### src/rtl/mips_ins_pkg.sv
// Shared MIPS instruction-word layout: field bit positions and widths.
package mips_ins_pkg;
  localparam int INS_W    = 32;
  localparam int OP_HI    = 31;
  localparam int RS_HI    = 25;
  localparam int RT_HI    = 20;
  localparam int RD_HI    = 15;
  localparam int SA_HI    = 10;
  localparam int FUNCT_HI = 5;
  localparam int IMM_W    = 16;
  localparam int JT_W     = 26;
  localparam int OP_W     = 6;
  localparam int REG_W    = 5;
  localparam int FUNCT_W  = 6;
endpackage

### src/rtl/ins_field_split.sv
// Combinational split of a MIPS word into its fields; zero forces every field to 0.
module ins_field_split
  import mips_ins_pkg::*;
(
  input  logic [INS_W-1:0]   ins,
  input  logic               zero,
  output logic [OP_W-1:0]    op_code,
  output logic [REG_W-1:0]   rs_reg,
  output logic [REG_W-1:0]   rt_reg,
  output logic [REG_W-1:0]   rd_reg,
  output logic [REG_W-1:0]   sa_number,
  output logic [FUNCT_W-1:0] funct,
  output logic [IMM_W-1:0]   imm_number,
  output logic [JT_W-1:0]    jump_target
);
  logic [INS_W-1:0] w;

  assign w           = zero ? '0 : ins;
  assign op_code     = w[OP_HI -: OP_W];
  assign rs_reg      = w[RS_HI -: REG_W];
  assign rt_reg      = w[RT_HI -: REG_W];
  assign rd_reg      = w[RD_HI -: REG_W];
  assign sa_number   = w[SA_HI -: REG_W];
  assign funct       = w[FUNCT_HI -: FUNCT_W];
  assign imm_number  = w[IMM_W-1:0];
  assign jump_target = w[JT_W-1:0];
endmodule

### src/rtl/ir_fetch_queue.sv
// Instruction fetch FIFO: buffers fetched words with their PC and exposes the
// decoded fields of the head entry. Flush discards everything for taken branches.
module ir_fetch_queue
  import mips_ins_pkg::*;
#(
  parameter int DEPTH = 4,
  parameter int PC_W  = 32,
  parameter int CNT_W = $clog2(DEPTH) + 1
) (
  input  logic                CLK,
  input  logic                Reset,
  input  logic                Flush,
  input  logic                In_valid,
  output logic                In_ready,
  input  logic [INS_W-1:0]    In_ins,
  input  logic [PC_W-1:0]     In_pc,
  output logic                Out_valid,
  input  logic                Out_ready,
  output logic [PC_W-1:0]     Out_pc,
  output logic [OP_W-1:0]     Op_code,
  output logic [REG_W-1:0]    Rs_reg,
  output logic [REG_W-1:0]    Rt_reg,
  output logic [REG_W-1:0]    Rd_reg,
  output logic [REG_W-1:0]    Sa_number,
  output logic [FUNCT_W-1:0]  Funct,
  output logic [IMM_W-1:0]    Imm_number,
  output logic [JT_W-1:0]     Jump_target,
  output logic [CNT_W-1:0]    Count
);
  localparam int PTR_W = $clog2(DEPTH);
  localparam logic [CNT_W-1:0] FULL_CNT = CNT_W'(DEPTH);

  logic [PC_W+INS_W-1:0] mem [DEPTH];
  logic [PTR_W-1:0]      rd_ptr, wr_ptr;
  logic [CNT_W-1:0]      cnt;
  logic                  empty, full, push, pop;
  logic [PC_W+INS_W-1:0] head;

  assign empty     = (cnt == '0);
  assign full      = (cnt == FULL_CNT);
  assign In_ready  = !full;
  assign Out_valid = !empty;
  assign Count     = cnt;
  assign push      = In_valid && In_ready;
  assign pop       = Out_valid && Out_ready;

  // Flush outranks both handshakes: pointers and count return to zero.
  always_ff @(posedge CLK or posedge Reset) begin
    if (Reset) begin
      rd_ptr <= '0;
      wr_ptr <= '0;
      cnt    <= '0;
    end else if (Flush) begin
      rd_ptr <= '0;
      wr_ptr <= '0;
      cnt    <= '0;
    end else begin
      if (push) wr_ptr <= wr_ptr + PTR_W'(1);
      if (pop)  rd_ptr <= rd_ptr + PTR_W'(1);
      if (push && !pop)      cnt <= cnt + CNT_W'(1);
      else if (pop && !push) cnt <= cnt - CNT_W'(1);
    end
  end

  always_ff @(posedge CLK) begin
    if (push && !Flush) mem[wr_ptr] <= {In_pc, In_ins};
  end

  assign head   = mem[rd_ptr];
  assign Out_pc = empty ? '0 : head[PC_W+INS_W-1:INS_W];

  ins_field_split u_split (
    .ins         (head[INS_W-1:0]),
    .zero        (empty),
    .op_code     (Op_code),
    .rs_reg      (Rs_reg),
    .rt_reg      (Rt_reg),
    .rd_reg      (Rd_reg),
    .sa_number   (Sa_number),
    .funct       (Funct),
    .imm_number  (Imm_number),
    .jump_target (Jump_target)
  );
endmodule

### config.mk
export PLATFORM = sky130hd
export DESIGN_NAME = ir_fetch_queue
export DESIGN_NICKNAME = d
export VERILOG_FILES = /design/src/rtl/mips_ins_pkg.sv /design/src/rtl/ins_field_split.sv /design/src/rtl/ir_fetch_queue.sv
export SDC_FILE = /design/constraint.sdc
export NUM_CORES = 1
export LEC_CHECK = 0
export BUFFER_PORTS_ARGS = -buffer_cell sky130_fd_sc_hd__buf_2
export CAP_MARGIN = 10
export CORE_UTILIZATION = 34
export DETAILED_ROUTE_END_ITERATION = 8
export GPL_ROUTABILITY_DRIVEN = 0
export PLACE_DENSITY = 0.57
export SYNTH_ARGS = -nofsm -noshare
export SYNTH_HDL_FRONTEND = slang
export SYNTH_SLANG_ARGS = --single-unit
### constraint.sdc
create_clock -name CLK -period 4.4 [get_ports CLK]
set_clock_uncertainty 0.1 [all_clocks]
set_input_delay 0.66 -clock CLK [delete_from_list [all_inputs] [get_ports CLK]]
set_output_delay 0.66 -clock CLK [all_outputs]
set_load 0.1 [all_outputs]
# [Yosys cells after proc, flatten, opt, wreduce, memory -nomap -nowiden]
# Memory sizes are Yosys's and may differ from the RTL's.
# Index checks and enable logic that the tools add are counted.
# W data, S select, Z words.
[op_classes] multipliers=0 div=0 n_shift=0 n_reduce_logical=14 n_eq_ne=1 addsub=4 order_cmp=0 muxes=11 bitwise=0
[op_table] operator="$mux W32" count=2
[op_table] operator="$mux W3" count=3
[op_table] operator="$mux W2" count=4
[op_table] operator="$logic_and A1 B1 Y1" count=5
[op_table] operator="$logic_not A1 Y1" count=5
[op_table] operator="$add A2 B1 Y2 const B" count=2
[op_table] operator="$reduce_bool A2 Y1" count=2
[op_table] operator="$add A3 B1 Y3 const B" count=1
[op_table] operator="$eq A3 B3 Y1 const B" count=1
[op_table] operator="$logic_not A3 Y1" count=1
[op_table] operator="$reduce_bool A3 Y1" count=1
[op_table] operator="$sub A3 B1 Y3 const B" count=1
[op_table] operator="$mux W1" count=2
[word_totals] ram_bits=256 ff_bits=7 memories=1 in_bits=69 latchBits=0 mem_bits_ro=0
[mem_list] name="mem" words=4 width=64 read_ports=1 rd_ports_with_merged_regs=0 write_ports=1 line_no="ir_fetch_queue.sv:33" source="logic [PC_W+INS_W-1:0] mem [DEPTH];"

# [Depth between registers and ports, before layout]
# Gate-level depths: netlist of the first run.
[depth] depth_word=8 depth_mapped=8 depth_no_buf=7

# [Cells and area by module]
# Synthesis of the first run repeated with hierarchy kept, for this count alone.
[unflattened] hier_cells=511 area_unflattened_um2=10551.4
[modules_own_cells] mod="ir_fetch_queue" n_inst=1 cells_per_inst=434 area_per_inst_um2=10013.4
[modules_own_cells] mod="ins_field_split" n_inst=1 cells_per_inst=77 area_per_inst_um2=538.0

# [Worst setup path after synthesis of the first run]
# Ideal clock, no wire load.
[synth_path] path_kind="reg2out" from="register cnt[0] (netlist: Count[0])" to="output port Imm_number[5]" t_required_ps=3640 arrival_ps=3664 path_stages_with_launch=6 slack_ps=-24 cell_sequence="dfrtp_1 > buf_2 > or3_1 > clkbuf_1 > and2_1 > buf_4"
[synth_between] elab_chain_len=2
[synth_lines] element="start: declaration" line_no="ir_fetch_queue.sv:35" source="logic [CNT_W-1:0] cnt;"
[synth_lines] element="start signal: assignment" line_no="ir_fetch_queue.sv:60" source="if (push && !pop) cnt <= cnt + CNT_W'(1);"
[synth_lines] element="start signal: assignment" line_no="ir_fetch_queue.sv:61" source="else if (pop && !push) cnt <= cnt - CNT_W'(1);"
[synth_lines] element="$logic_not A3 Y1" line_no="ir_fetch_queue.sv:39" source="assign empty = (cnt == '0);"
[synth_lines] element="$mux W32" line_no="ins_field_split.sv:18" source="assign w = zero ? '0 : ins;"
[synth_lines] element="end: declaration" line_no="ir_fetch_queue.sv:26" source="output logic [IMM_W-1:0] Imm_number,"
# No other way between the ends.

# [Worst setup path in the final report of the first run]
[layout_path] from="register cnt[0] (netlist: Count[0])" to="output port Out_pc[23]"
[layout_between] elab_chain_len=2
[layout_lines] element="$logic_not A3 Y1" line_no="ir_fetch_queue.sv:39"
[layout_lines] element="$mux W32" line_no="ir_fetch_queue.sv:70" source="assign Out_pc = empty ? '0 : head[PC_W+INS_W-1:INS_W];"
[layout_lines] element="end: declaration" line_no="ir_fetch_queue.sv:19" source="output logic [PC_W-1:0] Out_pc,"
# No other way between the ends.

==> flow_summary_export.csv, run 1 <==
group,metric,value,unit
global_routing,use_met2,20.8,%
timing,worst_pin_slew,1.06,ns
logic_synthesis,yosys_warnings,0,
global_routing,gr-total-overflow,0,
timing,rsz0062_at_grt,"false",
clocking,tritoncts,"yes",
setup_path,crit_path_end_kind,"output port",
die,dieArea,31700,sq um
clocking,clockBufferDepth,3,
routing,via_count,5073,
routing,drt_first_iter_violations,346,
outcome,status,"finished clean",
clocking,cts_sinks,263,
setup_path,crit_fanout,39,
cells_and_area,syn2layout_area_growth,17.2,%
logic_synthesis,avgSynthCellArea,20.6,sq um
global_routing,grt_pass1_wl,30.1,mm
routing,drtAntennaViolNets,0,
hold_path,min_path_type,"input pin to flip-flop",
global_routing,grtUsageMet1,16.2,%
setup_path,worstPathRequired,3.64,ns
global_routing,grt.total_usage,12.5,%
cells_and_area,fillerInstances,2734,
setup_path,worstPathArrival,2.84,ns
timing,fin_crit_sh,81.8,%
setup_path,r2r_cells,7,
routing,via_per_inst,4.72,
global_routing,grt_max_degree,66,
flow_run,cap_violations,0,
die,die_y,178,um
global_routing,grt_pass1_vias,5432,
logic_synthesis,ys_types,35,
timing,hold_violations,0,
logic_synthesis,synth-seq-cells,263,
setup_path,critical_path_class,"flip-flop to output port",
timing,fin_tns_setup,0,ns
die,ioPinCount,180,
timing,slew_headroom,29.6,%
logic_synthesis,syn_nets,585,
clocking,clkSlewWorstSetupHoldPaths,0.06,ns
routing,finalWirelength,19.7,mm
timing,setup_violations,0,
clocking,postCtsSetupRepairBufs,0,
timing,fin_crit,3.60,ns
logic_synthesis,syn_area,10500,sq um
clocking,cts_buffers,28,
setup_path,crit_path_start_kind,"flip-flop",
hold_path,hold_depth,1,
timing,fmax,278,MHz
global_routing,busiest_layer,"met2",
logic_synthesis,yosysSeqAreaShare,74.7,%
die,core-area,30500,sq um
timing,drv_slew,0,
place,dp_hpwl,11.4,mm
routing,first_pass_iters,6,
logic_synthesis,netlist_instances,511,
routing,post_drt_wl_per_cell,18.4,um
die,start_util,34.5,%
clocking,clk_latency,0.52,ns
routing,drcViolationCount,0,
cells_and_area,drive_gt1_share,43.0,%
clocking,h-tree-depth,1,
clocking,cts-root-buf,"clkbuf_16",
global_routing,antenna_found_initial,4,
place,port_buffers,179,
die,rows,64,
cells_and_area,fin_nets,730,
die,dieWidth,178,um
global_routing,met3_usage,3.15,%
## final cells by class
type / count / area (sq um) / area share [%]
multi-input combinational: 171 / 2170 / 17.6
timing repair buffer: 183 / 941 / 7.62
clock buffer: 38 / 759 / 6.15
inverter: 9 / 33.8 / 0.274
sequential: 263 / 7870 / 63.8
tap: 396 / 495 / 4.01
clock inverter: 12 / 63.8 / 0.517
antenna: 2 / 5.00 / 0.0406
## stage by stage
stage          area (sq um)  utilization [%]  std cells  hold WS [ns]  setup WS, ns
2_1_floorplan         10500                -        511         0.363         0.476
3_3_place_gp          11500             37.7       1021         0.467          1.36
3_5_place_dp          11500             37.7       1021         0.510          1.32
4_1_cts               12300             40.4       1072         0.221         0.737
5_1_grt               12300             40.4       1072         0.227         0.629
6_report              12300             40.4       1074         0.249         0.800
## metal layers
layer / wire length (um) / vias up
li1: - / 2273
met1: 8530 / 2611
met2: 9610 / 148
met3: 1190 / 37
met4: 370 / 4
met5: 21 / -
## layout by cell type (no fill, tap or decap), drive strengths merged, types with 2 or more instances in the layout
cell      count
nor2          7
a21oi         2
edfxtp      256
ha            4
clkbuf       38
clkinv        9
nand3         2
inv          10
xor2          2
mux4         64
clkinvlp      2
buf         182
diode         2
o31ai         2
o21ai         3
and2         68
dfrtp         7
## path summary, 6_finish.rpt
path | end | slack (ns) | from
worst max-delay path | Out_pc[23] | 0.80 | Count[0]$_DFFE_PP0P_
worst min-delay path | mem[3][5]$_DFFE_PP_ | 0.25 | In_ins[5]
worst max register to register | Count[2]$_DFFE_PP0P_ | 1.76 | Count[0]$_DFFE_PP0P_
worst min register to register | wr_ptr[1]$_DFFE_PP0P_ | 0.53 | wr_ptr[1]$_DFFE_PP0P_
max in group asynchronous | rd_ptr[0]$_DFFE_PP0P_ | 3.42 | Reset
min in group asynchronous | wr_ptr[1]$_DFFE_PP0P_ | 0.52 | Reset
## cells by family after synthesis
logic type,synth area share [%]
AND/OR/NAND/NOR,4.71
AO/OA/AOI/OAI,1.09
flip-flops,74.7
XOR/XNOR,0.166
buffers and inverters,4.80
adder cells (fa/ha/maj),0.666
multiplexers,13.9
## cell usage after synthesis
cell type    n  area, sq um
and3_1       1         6.26
and2_1      68          425
ha_1         4         50.1
and3b_1      1         8.76
mux2_1       1         11.3
nor2_1       7         26.3
nand3_1      2         10.0
fa_1         1         20.0
edfxtp_1   256         7690
xor2_1       2         17.5
o31ai_1      2         15.0
a21o_1       1         7.51
clkbuf_2     1         5.00
dfrtp_1      7          175
mux2i_1      1         10.0
clkbuf_1     8         30.0
nor3_1       1         5.00
a211o_1      1         8.76
buf_2       10         50.1
a31o_2       1         8.76
o211ai_1     1         7.51
or3_1        1         6.26
buf_1        1         3.75
nor3b_1      1         7.51
o211a_1      1         10.0
o21a_1       1         7.51
o311ai_0     1         8.76
a311oi_1     1         8.76
inv_1        9         33.8
buf_4       42          315
buf_6        6         67.6
a21oi_1      2         10.0
a211oi_1     1         7.51
o21ai_0      3         15.0
mux4_2      64         1440
## critical path, cell delays in order, from the launching register on
cell and delay [ns]:
dfrtp_1 0.53, or3_2 0.66, buf_4 0.39, and2_1 0.23, buf_2 0.44
## sequential cells by signal, summed over array words and instances (netlist names)
signal	cells
rd_ptr	2
Count	3
wr_ptr	2
mem	256
## timing repair
action / CTS / global route
endpoints found under the hold margin: 7 / 0
gates resized for setup: 0 / 0
hold buffers: 1 / 0
Power of run 1 is not shown: default switching activity piles up to over one toggle a cycle in this logic, so the estimate is an artifact.
==> inputs of run 2 (changes only) <==
--- a/config.mk
+++ b/config.mk
@@ -10,7 +10,7 @@
 export CORE_UTILIZATION = 34
 export DETAILED_ROUTE_END_ITERATION = 8
 export GPL_ROUTABILITY_DRIVEN = 0
-export PLACE_DENSITY = 0.57
+export PLACE_DENSITY = 0.59
 export SYNTH_ARGS = -nofsm -noshare
 export SYNTH_HDL_FRONTEND = slang
 export SYNTH_SLANG_ARGS = --single-unit
==> constraint.sdc (replaced) <==
create_clock -name CLK -period 3.2 [get_ports CLK]
set_clock_uncertainty 0.1 [all_clocks]
set_input_delay 0.48 -clock CLK [delete_from_list [all_inputs] [get_ports CLK]]
set_output_delay 0.48 -clock CLK [all_outputs]
set_load 0.1 [all_outputs]
==> run 2 against run 1 <==
Net effect: flip-flop and latch count is the same; cell area grew 2.5%; die area is the same; sequential share of layout area shrank 1.5 points; critical path depth is the same; setup slack lost 0.62 ns; worst hold slack lost 0.19 ns; critical path type unchanged; highest routed layer unchanged.
==> flow_summary_export.csv, run 2 (same netlist as run 1, synthesis figures left out) <==
group,metric,value,unit
clocking,cts_sinks,263,
setup_path,worstPathArrival,2.44,ns
hold_path,hp-start,"In_ins[11]",
cells_and_area,largest_reg_flops,256,
timing,drv_slew,0,
cells_and_area,diodes,0,
global_routing,grt.total_usage,13.2,%
setup_path,worstReg2RegEnd,"Count[2]$_DFFE_PP0P_",
outcome,status,"finished clean",
global_routing,gr-total-overflow,0,
routing,drcViolationCount,0,
hold_path,hold_depth,1,
cells_and_area,mostFrequentLayoutCell,"edfxtp_1",
hold_path,min_to,"mem[0][11]$_DFFE_PP_",
cells_and_area,drive_gt1_share,47.7,%
setup_path,crit_path_end_kind,"output port",
setup_path,regToRegSetupSlack,0.62,ns
routing,via_count,5127,
clocking,cts_buffers,28,
routing,via_per_inst,4.75,
timing,worst_pin_slew,0.504,ns
setup_path,crit_fanout,31,
timing,hold_violations,0,
global_routing,antenna_found_initial,3,
timing,fin_crit,3.02,ns
routing,first_pass_iters,4,
cells_and_area,fin_nets,736,
flow_run,cap_violations,0,
timing,fin_tns_setup,0,ns
setup_path,r2r-start,"Count[1]$_DFFE_PP0P_",
hold_path,min_path_type,"input pin to flip-flop",
die,dieWidth,178,um
routing,post_drt_wl_per_cell,19.1,um
setup_path,worstPathRequired,2.62,ns
place,dp_hpwl,12.5,mm
global_routing,grtUsageMet1,15.9,%
clocking,clockBufferDepth,3,
cells_and_area,top_register,"mem",
global_routing,use_met2,23.1,%
clocking,clk_latency,0.53,ns
routing,finalWirelength,20.6,mm
timing,fin_crit_sh,94.5,%
die,die_y,178,um
setup_path,r2r_cells,7,
routing,drtAntennaViolNets,0,
die,ioPinCount,180,
timing,setup_violations,0,
global_routing,grt_pass1_wl,31.4,mm
timing,fmax,331,MHz
cells_and_area,final_cell_mix,"edfxtp_1, buf_2, mux4_2",
timing,slew_headroom,66.4,%
setup_path,critical_path_class,"flip-flop to output port",
place,port_buffers,179,
routing,drt_first_iter_violations,228,
global_routing,met3_usage,3.50,%
setup_path,crit_path_start_kind,"flip-flop",
cells_and_area,syn2layout_area_growth,20.1,%
die,core-area,30500,sq um
clocking,h-tree-depth,1,
global_routing,grt_pass1_vias,5510,
clocking,postCtsSetupRepairBufs,0,
die,rows,64,
timing,rsz0062_at_grt,"false",
clocking,cts-root-buf,"clkbuf_16",
clocking,tritoncts,"yes",
global_routing,busiest_layer,"met2",
global_routing,grt_max_degree,66,
die,start_util,34.5,%
die,dieArea,31700,sq um
clocking,clkSlewWorstSetupHoldPaths,0.06,ns
## run 2: changes by cell type in the layout (fill, tap and decap cells not counted), moves of 3 or more
cell | previous run | this run
dfrtp_1 | 5 | 2
and2_1 | 64 | 42
bufinv_16 | 0 | 6
dfrtp_2 | 0 | 3
clkbuf_1 | 9 | 5
and2_2 | 0 | 22
buf_12 | 1 | 7
## run 2: how the worst max path moves through the flow
| stage | startpoint | end | cells past startpoint | slack (ns) |
|---|---|---|---|---|
| 2_1_floorplan | Count[0]$_DFFE_PP0P_ | Imm_number[5] | 5 | 0.06 |
| 3_3_place_gp | rd_ptr[0]$_DFFE_PP0P_ | Jump_target[7] | 4 | 0.68 |
| 3_5_place_dp | rd_ptr[0]$_DFFE_PP0P_ | Jump_target[19] | 4 | 0.67 |
| 4_1_cts | rd_ptr[0]$_DFFE_PP0P_ | Jump_target[10] | 4 | 0.09 |
| 5_1_grt | rd_ptr[0]$_DFFE_PP0P_ | Jump_target[20] | 4 | 0.04 |
| 6_report | rd_ptr[0]$_DFFE_PP0P_ | Out_pc[7] | 4 | 0.18 |
## run 2: area by class of cell
cell class	instances	area, sq um
Timing Repair Buffer	189	1060
Tap cell	396	495
Fill cell	2720	17900
Clock buffer	34	744
Clock inverter	18	236
Sequential cell	263	7870
Inverter	9	33.8
Multi-Input combinational cell	171	2200
## run 2: stage by stage
stage	worst slack (ns)	hold WS [ns]	std cells	cell area, sq um	utilization, %
floorplan	0.0634	0.183	511	10600	-
global placement	0.681	0.367	1027	11700	38.2
detailed placement	0.670	0.380	1027	11700	38.2
CTS	0.0932	0.0308	1080	12600	41.4
global route	0.0351	0.0342	1080	12600	41.5
finish	0.176	0.0607	1080	12600	41.5
## run 2: metal layers
metal / vias up / share of wire [%] / wire, um
met5: - / 0.13 / 27
met4: 4 / 2.1 / 442
met3: 45 / 5.7 / 1170
met2: 141 / 51 / 10600
met1: 2650 / 41 / 8410
li1: 2287 / - / -
## run 2: timing repair
item,4_1_cts,5_1_grt
endpoints found under the hold margin,7,0
endpoints found under the setup margin,0,3
resized for setup,0,1
hold buffers,1,0
## run 2: worst max-delay path, stage by stage (launching register included)
cell	delay, ns
dfrtp_4	0.55
buf_12	0.30
mux4_2	0.54
and2_1	0.20
buf_2	0.29
Power of run 2 is left out for the same reason.
==> inputs of run 3 (changes only) <==
==> constraint.sdc (replaced) <==
create_clock -name CLK -period 3.2 [get_ports CLK]
set_clock_uncertainty 0.1 [all_clocks]
set_input_delay 0.16 -clock CLK [delete_from_list [all_inputs] [get_ports CLK]]
set_output_delay 0.16 -clock CLK [all_outputs]
set_load 0.1 [all_outputs]
==> run 3 against run 2 <==
Net effect: fmax is 7.3% higher; die area stayed put; setup slack better by 0.20 ns; register-to-register slack worse by 0.14 ns; highest routed layer is now met4.
==> flow_summary_export.csv, run 3 (same netlist as run 1, synthesis figures left out) <==
group,metric,value,unit
timing,slew_headroom,54.7,%
global_routing,grt_pass1_wl,32.0,mm
cells_and_area,drive_gt1_share,42.9,%
clocking,clk_latency,0.52,ns
setup_path,crit_path_start_kind,"flip-flop",
timing,setup_violations,0,
setup_path,crit_path_end,"Imm_number[14]",
cells_and_area,top_register,"mem",
flow_run,cap_violations,0,
timing,fin_crit_sh,88.1,%
clocking,postCtsSetupRepairBufs,0,
routing,drtAntennaViolNets,0,
global_routing,grt.total_usage,13.3,%
timing,fin_tns_setup,0,ns
place,dp_hpwl,12.7,mm
cells_and_area,sequential_cell_area,7870,sq um
setup_path,r2r_cells,7,
cells_and_area,mostFrequentLayoutCell,"edfxtp_1",
setup_path,crit_path_end_kind,"output port",
die,start_util,34.5,%
cells_and_area,multi_input_area,2190,sq um
clocking,clockBufferDepth,3,
setup_path,crit_start,"rd_ptr[0]$_DFFE_PP0P_",
die,dieWidth,178,um
global_routing,grt_pass1_vias,5836,
timing,worst_pin_slew,0.680,ns
setup_path,worstPathRequired,2.94,ns
timing,fmax,355,MHz
place,port_buffers,179,
cells_and_area,largest_reg_flops,256,
routing,first_pass_iters,4,
clocking,clkSlewWorstSetupHoldPaths,0.06,ns
die,dieArea,31700,sq um
setup_path,worstReg2RegEnd,"Count[2]$_DFFE_PP0P_",
global_routing,gr-total-overflow,0,
cells_and_area,fin_nets,807,
clocking,cts_sinks,263,
global_routing,antenna_found_initial,0,
cells_and_area,fillerInstances,2667,
outcome,status,"finished clean",
clocking,cts-root-buf,"clkbuf_16",
die,rows,64,
cells_and_area,final_cell_mix,"edfxtp_1, buf_2, dlygate4sd3_1",
routing,via_count,5408,
timing,rsz0062_at_grt,"false",
setup_path,regToRegSetupSlack,0.48,ns
setup_path,worstPathArrival,2.56,ns
hold_path,hp-start,"In_pc[10]",
setup_path,crit_fanout,16,
cells_and_area,diodes,0,
setup_path,r2r-start,"Count[1]$_DFFE_PP0P_",
clocking,tritoncts,"yes",
global_routing,grt_max_degree,66,
cells_and_area,syn2layout_area_growth,25.8,%
routing,via_per_inst,4.71,
routing,post_drt_wl_per_cell,17.9,um
die,ioPinCount,180,
die,core-area,30500,sq um
clocking,cts_buffers,26,
die,die_y,178,um
routing,finalWirelength,20.6,mm
clocking,h-tree-depth,1,
place,pre_cts_ws,0.575,ns
timing,fin_crit,2.82,ns
timing,hold_violations,0,
setup_path,critical_path_class,"flip-flop to output port",
hold_path,min_path_type,"input pin to flip-flop",
timing,finalWorstSetupSlack,0.380,ns
timing,drv_slew,0,
routing,drt_first_iter_violations,304,
routing,drcViolationCount,0,
## run 3: worst min-delay path by stage
stage,end,slack [ns],cells after the start
finish,mem[2][42]$_DFFE_PP_,0.29,2
global route,mem[2][18]$_DFFE_PP_,0.27,2
CTS,mem[3][8]$_DFFE_PP_,0.26,2
detailed placement,Count[1]$_DFFE_PP0P_,0.01,2
global placement,Count[1]$_DFFE_PP0P_,-0.002,2
floorplan,Count[0]$_DFFE_PP0P_,-0.14,1
## run 3: layer usage
layer	vias to the layer above	track usage, %	part of all wire, %
li1	2423	-	-
met1	2807	16.7	42
met2	149	23.4	51
met3	29	2.43	4.6
met4	0	3.60	1.7
met5	-	0	0
## run 3: area by class of cell
class,count,area share [%]
multi-input cells,171,16.6
inverters,9,0.255
clock inverters,19,1.37
repair buffers,262,13.5
flip-flops and latches,263,59.5
clock buffers,29,5.16
well taps,396,3.74
## run 3: what timing repair did
item	in CTS	in global routing
resized for setup	0	1
endpoints found under the hold margin	270	0
hold buffers	70	0
endpoints found under the setup margin	0	63
## run 3: critical path: stages (launching register included)
cell and delay, ns:
dfrtp_4 0.65, buf_4 0.33, mux4_2 0.57, and2_1 0.20, buf_2 0.29
## run 3: through the flow
step | hold WS [ns] | instance area [sq um] | util (%) | instances
after floorplan | -0.137 | 10600 | - | 511
after global placement | -0.00155 | 11700 | 38.3 | 1031
after detailed placement | 0.0105 | 11700 | 38.3 | 1031
after CTS | 0.264 | 13200 | 43.4 | 1149
after global routing | 0.270 | 13200 | 43.4 | 1149
final | 0.293 | 13200 | 43.4 | 1149
Power of run 3 is left out for the same reason.
